<file path="config.mk">
export PLATFORM = sky130hd
export DESIGN_NAME = mem_port_arbiter
export DESIGN_NICKNAME = d
export VERILOG_FILES = /design/src/rtl/core_mem_pkg.sv /design/src/rtl/mem_arb_perf_cnt.sv /design/src/rtl/mem_port_arbiter.sv
export SDC_FILE = /design/constraint.sdc
export NUM_CORES = 1
export LEC_CHECK = 0
export CORE_MARGIN = 2
export CORE_UTILIZATION = 40
export CTS_BUF_LIST = sky130_fd_sc_hd__clkbuf_16
export CTS_CLUSTER_SIZE = 12
export DETAILED_ROUTE_END_ITERATION = 7
export HOLD_SLACK_MARGIN = 0.08
export PLACE_DENSITY_LB_ADDON = 0.08
export SLEW_MARGIN = 30
export SYNTH_ARGS = -nofsm -noshare
export SYNTH_HDL_FRONTEND = slang
export SYNTH_SLANG_ARGS = --single-unit
</file>
<file path="constraint.sdc">
create_clock -name clk -period 1.9 [get_ports clk]
set_input_delay 0.38 -clock clk [delete_from_list [all_inputs] [get_ports clk]]
set_output_delay 0.38 -clock clk [all_outputs]
set_load 0.005 [all_outputs]
</file>
<file path="src/rtl/core_mem_pkg.sv">
// Shared types for the IF/LS memory port arbiter.
// Arbiter states, request owner encoding and starvation counter helper.
package core_mem_pkg;

    typedef enum logic [1:0] {
        IDLE,
        REQ,
        WAIT
    } arb_state_t;

    typedef enum logic {
        OWN_IF,
        OWN_LS
    } owner_t;

    localparam int WSTRB_W      = 4;
    localparam int STARVE_CNT_W = 4;

    localparam logic [STARVE_CNT_W-1:0] STARVE_MAX = '1;

    // IF waiting behind an LS grant is the only thing that builds up starvation.
    function automatic logic [STARVE_CNT_W-1:0] starve_next(
        input logic [STARVE_CNT_W-1:0] cnt,
        input logic                    grant_if,
        input logic                    grant_ls,
        input logic                    if_valid
    );
        logic [STARVE_CNT_W-1:0] res;
        res = cnt;
        if (grant_if) begin
            res = '0;
        end else if (grant_ls) begin
            if (!if_valid) begin
                res = '0;
            end else if (cnt != STARVE_MAX) begin
                res = cnt + 1'b1;
            end
        end
        return res;
    endfunction

endpackage

</file>
<file path="src/rtl/mem_arb_perf_cnt.sv">
// Grant and stall event counters for the memory port arbiter.
// All counters clear on reset and wrap modulo 2^32.
module mem_arb_perf_cnt (
    input  logic        clk,
    input  logic        reset,
    input  logic        if_grant,
    input  logic        ls_grant,
    input  logic        stall,
    output logic [31:0] perf_if_grants,
    output logic [31:0] perf_ls_grants,
    output logic [31:0] perf_stall_cycles
);

    always_ff @(posedge clk) begin
        if (!reset) begin
            perf_if_grants    <= '0;
            perf_ls_grants    <= '0;
            perf_stall_cycles <= '0;
        end else begin
            if (if_grant) begin
                perf_if_grants <= perf_if_grants + 32'd1;
            end
            if (ls_grant) begin
                perf_ls_grants <= perf_ls_grants + 32'd1;
            end
            if (stall) begin
                perf_stall_cycles <= perf_stall_cycles + 32'd1;
            end
        end
    end

endmodule

</file>
<file path="src/rtl/mem_port_arbiter.sv">
// Single-port memory arbiter: LS over IF with an IF starvation limit.
// Define MEM_ARB_PERF_EN to add the perf_* grant/stall counters.
module mem_port_arbiter
    import core_mem_pkg::*;
#(
    parameter int ADDR_W       = 32,
    parameter int DATA_W       = 32,
    parameter int STARVE_LIMIT = 4
) (
    input  logic               clk,
    input  logic               reset,
    input  logic               if_req_valid,
    output logic               if_req_ready,
    input  logic [ADDR_W-1:0]  if_addr,
    output logic               if_rsp_valid,
    output logic [DATA_W-1:0]  if_rsp_data,
    input  logic               ls_req_valid,
    output logic               ls_req_ready,
    input  logic               ls_we,
    input  logic [ADDR_W-1:0]  ls_addr,
    input  logic [DATA_W-1:0]  ls_wdata,
    input  logic [WSTRB_W-1:0] ls_wstrb,
    output logic               ls_rsp_valid,
    output logic [DATA_W-1:0]  ls_rsp_data,
    output logic               mem_req_valid,
    input  logic               mem_req_ready,
    output logic               mem_we,
    output logic [ADDR_W-1:0]  mem_addr,
    output logic [DATA_W-1:0]  mem_wdata,
    output logic [WSTRB_W-1:0] mem_wstrb,
    input  logic               mem_rsp_valid,
    input  logic [DATA_W-1:0]  mem_rsp_data,
`ifdef MEM_ARB_PERF_EN
    output logic [31:0]        perf_if_grants,
    output logic [31:0]        perf_ls_grants,
    output logic [31:0]        perf_stall_cycles,
`endif
    output logic               busy
);

    localparam logic [STARVE_CNT_W-1:0] LIMIT =
        STARVE_CNT_W'(STARVE_LIMIT);

    arb_state_t              state;
    arb_state_t              state_nxt;
    owner_t                  owner;
    logic [STARVE_CNT_W-1:0] starve_cnt;
    logic                    grant_if;
    logic                    grant_ls;
    logic                    if_forced;
    logic                    rsp_take;

    assign if_forced = if_req_valid && (starve_cnt == LIMIT);
    assign rsp_take  = (state == WAIT) && mem_rsp_valid;

    // Grants only in IDLE and never while reset is held.
    always_comb begin
        state_nxt = state;
        grant_if  = 1'b0;
        grant_ls  = 1'b0;
        unique case (state)
            IDLE: begin
                if (reset) begin
                    if (ls_req_valid && !if_forced) begin
                        grant_ls = 1'b1;
                    end else if (if_req_valid) begin
                        grant_if = 1'b1;
                    end
                end
                if (grant_if || grant_ls) begin
                    state_nxt = REQ;
                end
            end
            REQ: begin
                if (mem_req_ready) begin
                    state_nxt = WAIT;
                end
            end
            WAIT: begin
                if (mem_rsp_valid) begin
                    state_nxt = IDLE;
                end
            end
            default: begin
                state_nxt = IDLE;
            end
        endcase
    end

    assign if_req_ready  = grant_if;
    assign ls_req_ready  = grant_ls;
    assign mem_req_valid = (state == REQ);
    assign busy          = (state != IDLE);

    always_ff @(posedge clk) begin
        if (!reset) begin
            state      <= IDLE;
            owner      <= OWN_IF;
            starve_cnt <= '0;
        end else begin
            state      <= state_nxt;
            starve_cnt <= starve_next(starve_cnt, grant_if,
                                      grant_ls, if_req_valid);
            if (grant_ls) begin
                owner <= OWN_LS;
            end else if (grant_if) begin
                owner <= OWN_IF;
            end
        end
    end

    // Request fields are frozen from grant until the memory accepts.
    always_ff @(posedge clk) begin
        if (!reset) begin
            mem_we    <= 1'b0;
            mem_addr  <= '0;
            mem_wdata <= '0;
            mem_wstrb <= '0;
        end else if (grant_ls) begin
            mem_we    <= ls_we;
            mem_addr  <= ls_addr;
            mem_wdata <= ls_wdata;
            mem_wstrb <= ls_we ? ls_wstrb : '0;
        end else if (grant_if) begin
            mem_we    <= 1'b0;
            mem_addr  <= if_addr;
            mem_wdata <= '0;
            mem_wstrb <= '0;
        end
    end

    always_ff @(posedge clk) begin
        if (!reset) begin
            if_rsp_valid <= 1'b0;
            ls_rsp_valid <= 1'b0;
            if_rsp_data  <= '0;
            ls_rsp_data  <= '0;
        end else begin
            if_rsp_valid <= rsp_take && (owner == OWN_IF);
            ls_rsp_valid <= rsp_take && (owner == OWN_LS);
            if (rsp_take && owner == OWN_IF) begin
                if_rsp_data <= mem_rsp_data;
            end
            if (rsp_take && owner == OWN_LS) begin
                ls_rsp_data <= mem_we ? '0 : mem_rsp_data;
            end
        end
    end

`ifdef MEM_ARB_PERF_EN
    logic stall;

    assign stall = (if_req_valid || ls_req_valid)
                && !(grant_if || grant_ls);

    mem_arb_perf_cnt u_perf (
        .clk               (clk),
        .reset             (reset),
        .if_grant          (grant_if),
        .ls_grant          (grant_ls),
        .stall             (stall),
        .perf_if_grants    (perf_if_grants),
        .perf_ls_grants    (perf_ls_grants),
        .perf_stall_cycles (perf_stall_cycles)
    );
`endif

endmodule
</file>
==> out/summary.md, run 1 <==
After synthesis, the largest family of logic cells by area is compound AO/OA/AOI/OAI gates. The logs give 0.00841 mm² for the cell area after placement and 0.409 for the starting density of the core. Dividing total power by cell area gives a power density of 826 mW/mm². The die is 120 µm tall. The die area was 0.0144 mm²; the deepest clock path buffer count was 2. The logs give 4 for the number of H-tree levels and 50.0 ps for the final worst slack. In this run the count of I/O pins placed on the die edge is 278. The post-layout instance count excluding filler cells is 998, and the number of nets with antenna violations after routing is 0.

The average footprint of a synthesized cell was 10.3 µm². The region available for standard cell placement spans 0.0132 mm². The maximum resistive drop on vdd is 0.000569 V. The class of the worst hold path is flop to flop. The signal on the critical path passes through inv_2 -> ha_4 -> nand4b_4 -> a21bo_4 -> inv_4 -> buf_6. Summed over all failing endpoints, the final setup total negative slack is 0 ps. The initialized floorplan defines 42 standard-cell rows. The final layout contains routed wiring with a total length of 16800 µm. The detailed router placed 5005 vias in this run. The tools report the total of max-cap violations as 0. The via count of the first global-routing pass came out at 5049.

The flow ran to the end, and the final reports show no timing, DRC or antenna violations. The HPWL after detailed placement was 12000 µm; the overall global routing resource usage was 0.231. Xor and xnor area share after synthesis: 0.00162.

Across the routed clock network, the largest skew measured is 6.67 ps. After synthesis the netlist holds a flip-flop and latch count of 142. The first global-routing pass estimated 26300 µm of wire.

The most instantiated library cell after synthesis is sky130_fd_sc_hd__dfxtp_1. For the worst setup path, the data arrival time is 1470 ps. The tools report the count of final hold-check violations as 0. The number of antenna diodes is 0, and the cell total after placement is 960. The number of max-slew violations in the final report came out at 0. The run gives 0 as the number of endpoints failing setup at the final stage. Ranked by instance count, the synthesized netlist is headed by sky130_fd_sc_hd__dfxtp_1 (142), sky130_fd_sc_hd__nand2_1 (69), sky130_fd_sc_hd__nor2_1 (69). The tools report the count of mapped cells out of synthesis as 524. The clock reaches the later pin of the worst-skew pair after 410 ps. The arithmetic-cell share of the synthesized area counting full adders, half adders and majority gates came out at 0.00463.

The actual slew at the worst max-slew pin is 748 ps, and the fraction of the yosys area taken by sequential cells is 0.526. Yosys mapped a number of flops with a built-in enable equal to 0. Yosys attributes the largest share of cell area to sky130_fd_sc_hd__dfxtp_1 (53%), sky130_fd_sc_hd__o221ai_2 (8.3%), sky130_fd_sc_hd__a22o_1 (6.6%).

The gate family responsible for the most delay along the worst path was flip-flops. The worst setup path is launched from a flop. Clock transition at the registers of the reported paths: 60 ps. TritonCTS built the clock tree. The critical-path maximum fanout works out to 2.

The area fraction in and, or, nand and nor cells after synthesis came out at 0.160. The share of the synthesized area in the top cell type was 0.526. Compound-gate portion of the synthesized area: 0.253. Port buffering added 277 buffers.

For the synthesized netlist net count, the log shows 665. Among all flip-flop cells after synthesis, the most frequent one is sky130_fd_sc_hd__dfxtp_1. At the end of routability-driven placement, the weighted congestion stood at 0.761. The first detailed-routing pass took 4 iterations. The share of flip-flops with an asynchronous set or reset after synthesis came out at 0. The endpoint kind of the worst setup timing path is an output pin. During synthesis, Yosys emitted a total of 0 warnings. The post-detailed-route wirelength per cell is 16.9 µm, and the residual DRC count is 0.

Setup repair after global routing could not meet its margin everywhere. The slowest stage of the critical path is the sky130_fd_sc_hd__dfxtp_2 cell. In this run, the number of DRC markers left after iteration 0 of detailed routing was 229. For this run, the post-layout net count is 950.

Prior to clock tree synthesis, the placed netlist has a worst setup slack of -459 ps. Relative to the synthesized area, the layout overhead comes to 68.1%. Entering global routing, the biggest net connects 63 pins.

The fmax was 0.541 GHz; the remaining global-route overflow was 0. The required time reported for the critical path endpoint was 1520 ps; the period utilization was 0.974. Width of the chip: 120 µm. The tools report the buffer type at the clock tree root as sky130_fd_sc_hd__clkbuf_16.

Synthesis instantiated 44 different standard cells from the library. Largest area contributor in the netlist: sky130_fd_sc_hd__dfxtp_1. The number of antenna violations at the first check in global routing is 0. For this design, the sink count on the clock tree is 142. The number of clock buffers added by TritonCTS is 17.

After layout, the minimum clock period comes to 1850 ps. For this run, the slowest stage of the critical path takes 330 ps. The worst setup path is of the flop to output pin kind. The average via count per standard cell works out to 5.02.

For the static power due to leakage, the log shows 3.31 nW. After routing the design area is 0.00908 mm². In this run the cell area of the synthesized design comes to 0.00540 mm². The multiplexer share of the synthesized area was 0.00185.

The fraction of final layout cells with drive strength greater than 1 came out at 0.131. The buffers plus inverters on the worst setup path is 3, and the headroom to the max-slew limit is 0.501.
[registers in the layout (all words and copies together) (netlist names)]
signal	cells
if_rsp_data	32
ls_rsp_data	32
mem_addr	32
mem_wdata	32
mem_wstrb	4
starve_cnt	4
state	2
if_rsp_valid	1
ls_rsp_valid	1
mem_we	1
owner	1
[worst register-to-register path: stages, from the launching register on]
cell and delay (ps):
sky130_fd_sc_hd__dfxtp_2 340, sky130_fd_sc_hd__inv_2 60, sky130_fd_sc_hd__ha_4 160, sky130_fd_sc_hd__nand4b_4 100
sky130_fd_sc_hd__buf_6 120, sky130_fd_sc_hd__nand3_4 80, sky130_fd_sc_hd__buf_4 270, sky130_fd_sc_hd__or3_1 390
sky130_fd_sc_hd__a21oi_1 130
[final timing paths]
path	endpoint	start	slack, ps	cells after the start
setup reg to reg	starve_cnt[3]$_SDFFE_PP0P_	starve_cnt[0]$_SDFFE_PP0P_	180	8
hold reg to reg	if_rsp_data[30]$_SDFFE_PN0P_	if_rsp_data[30]$_SDFFE_PN0P_	460	2
hold / removal	if_rsp_data[30]$_SDFFE_PN0P_	if_rsp_data[30]$_SDFFE_PN0P_	460	2
setup / recovery	if_req_ready	starve_cnt[0]$_SDFFE_PP0P_	50	6
[per-stage QoR]
step / hold WS (ps) / util / power (W)
after floorplan: 451 / - / 0.00362
after global placement: 442 / 0.637 / 0.00426
after detailed placement: 448 / 0.637 / 0.00428
after CTS: 456 / 0.685 / 0.00756
after global routing: 477 / 0.688 / 0.00777
final: 455 / 0.688 / 0.00749
[what timing repair did]
item / in CTS / in global routing
setup endpoints to repair: 4 / 8
hold buffers: 0 / 0
resized for setup: 25 / 5
pin swaps: 3 / 2
setup buffers: 4 / 2
[power by group]
part | internal, W | total (W) | switching (W) | leakage, nW
Clock | 0.00203 | 0.00326 | 0.00123 | 0.281
Combinational | 0.000655 | 0.00105 | 0.000399 | 1.87
Sequential | 0.00310 | 0.00318 | 0.0000776 | 1.16
Total | 0.00579 | 0.00749 | 0.00170 | 3.31
[cell families (layout without fill, tap and decap cells)]
| group | after synthesis | after routing |
|---|---|---|
| buffers and inverters | 48 | 346 |
| and+or+nand+nor | 186 | 186 |
| xor gates and xnor gates | 1 | 1 |
| AOI/OAI and AO/OA | 144 | 144 |
| muxes | 1 | 1 |
| DFF | 142 | 142 |
| adders and majority gates | 2 | 2 |
[metal layers]
metal,wire length (µm),vias to the layer above,global-route usage
li1,-,2430,-
met1,6690,2362,0.256
met2,8380,185,0.400
met3,1380,28,0.0887
met4,371,0,0.0890
met5,0,-,0
[layout make-up]
cell class | instances | area, µm²
Sequential cell | 142 | 2850
Inverter | 5 | 23.8
Clock inverter | 15 | 153
Fill cell | 1041 | 4110
Clock buffer | 17 | 425
Timing Repair Buffer | 309 | 3090
Tap cell | 176 | 220
Multi-Input combinational cell | 334 | 2310
[cell usage in the layout (no fill, tap or decap), drive strengths merged, types with 3 or more instances in the layout]
cell and n:
o221ai 32, clkinv 6, a32oi 4, nand2 69, nor3 3, clkdlybuf4s50 271
dfxtp 142, nor2 70, a21boi 32, clkbuf 17, o21ai 3, buf 35
nor2b 30, a21oi 3, bufinv 3, a22oi 24, inv 9, a22o 41
Note: power is estimated with default switching activity, not from simulation.
==> inputs of run 2 (changes only) <==
--- a/config.mk
+++ b/config.mk
@@ -15,4 +15,5 @@
 export SLEW_MARGIN = 30
 export SYNTH_ARGS = -nofsm -noshare
 export SYNTH_HDL_FRONTEND = slang
+export SYNTH_HIERARCHICAL = 1
 export SYNTH_SLANG_ARGS = --single-unit
==> results of run 2 <==
Final layout, timing and power as in run 1 (identical DEF).
Among the figures that moved: Yosys warning count 0 -> 6
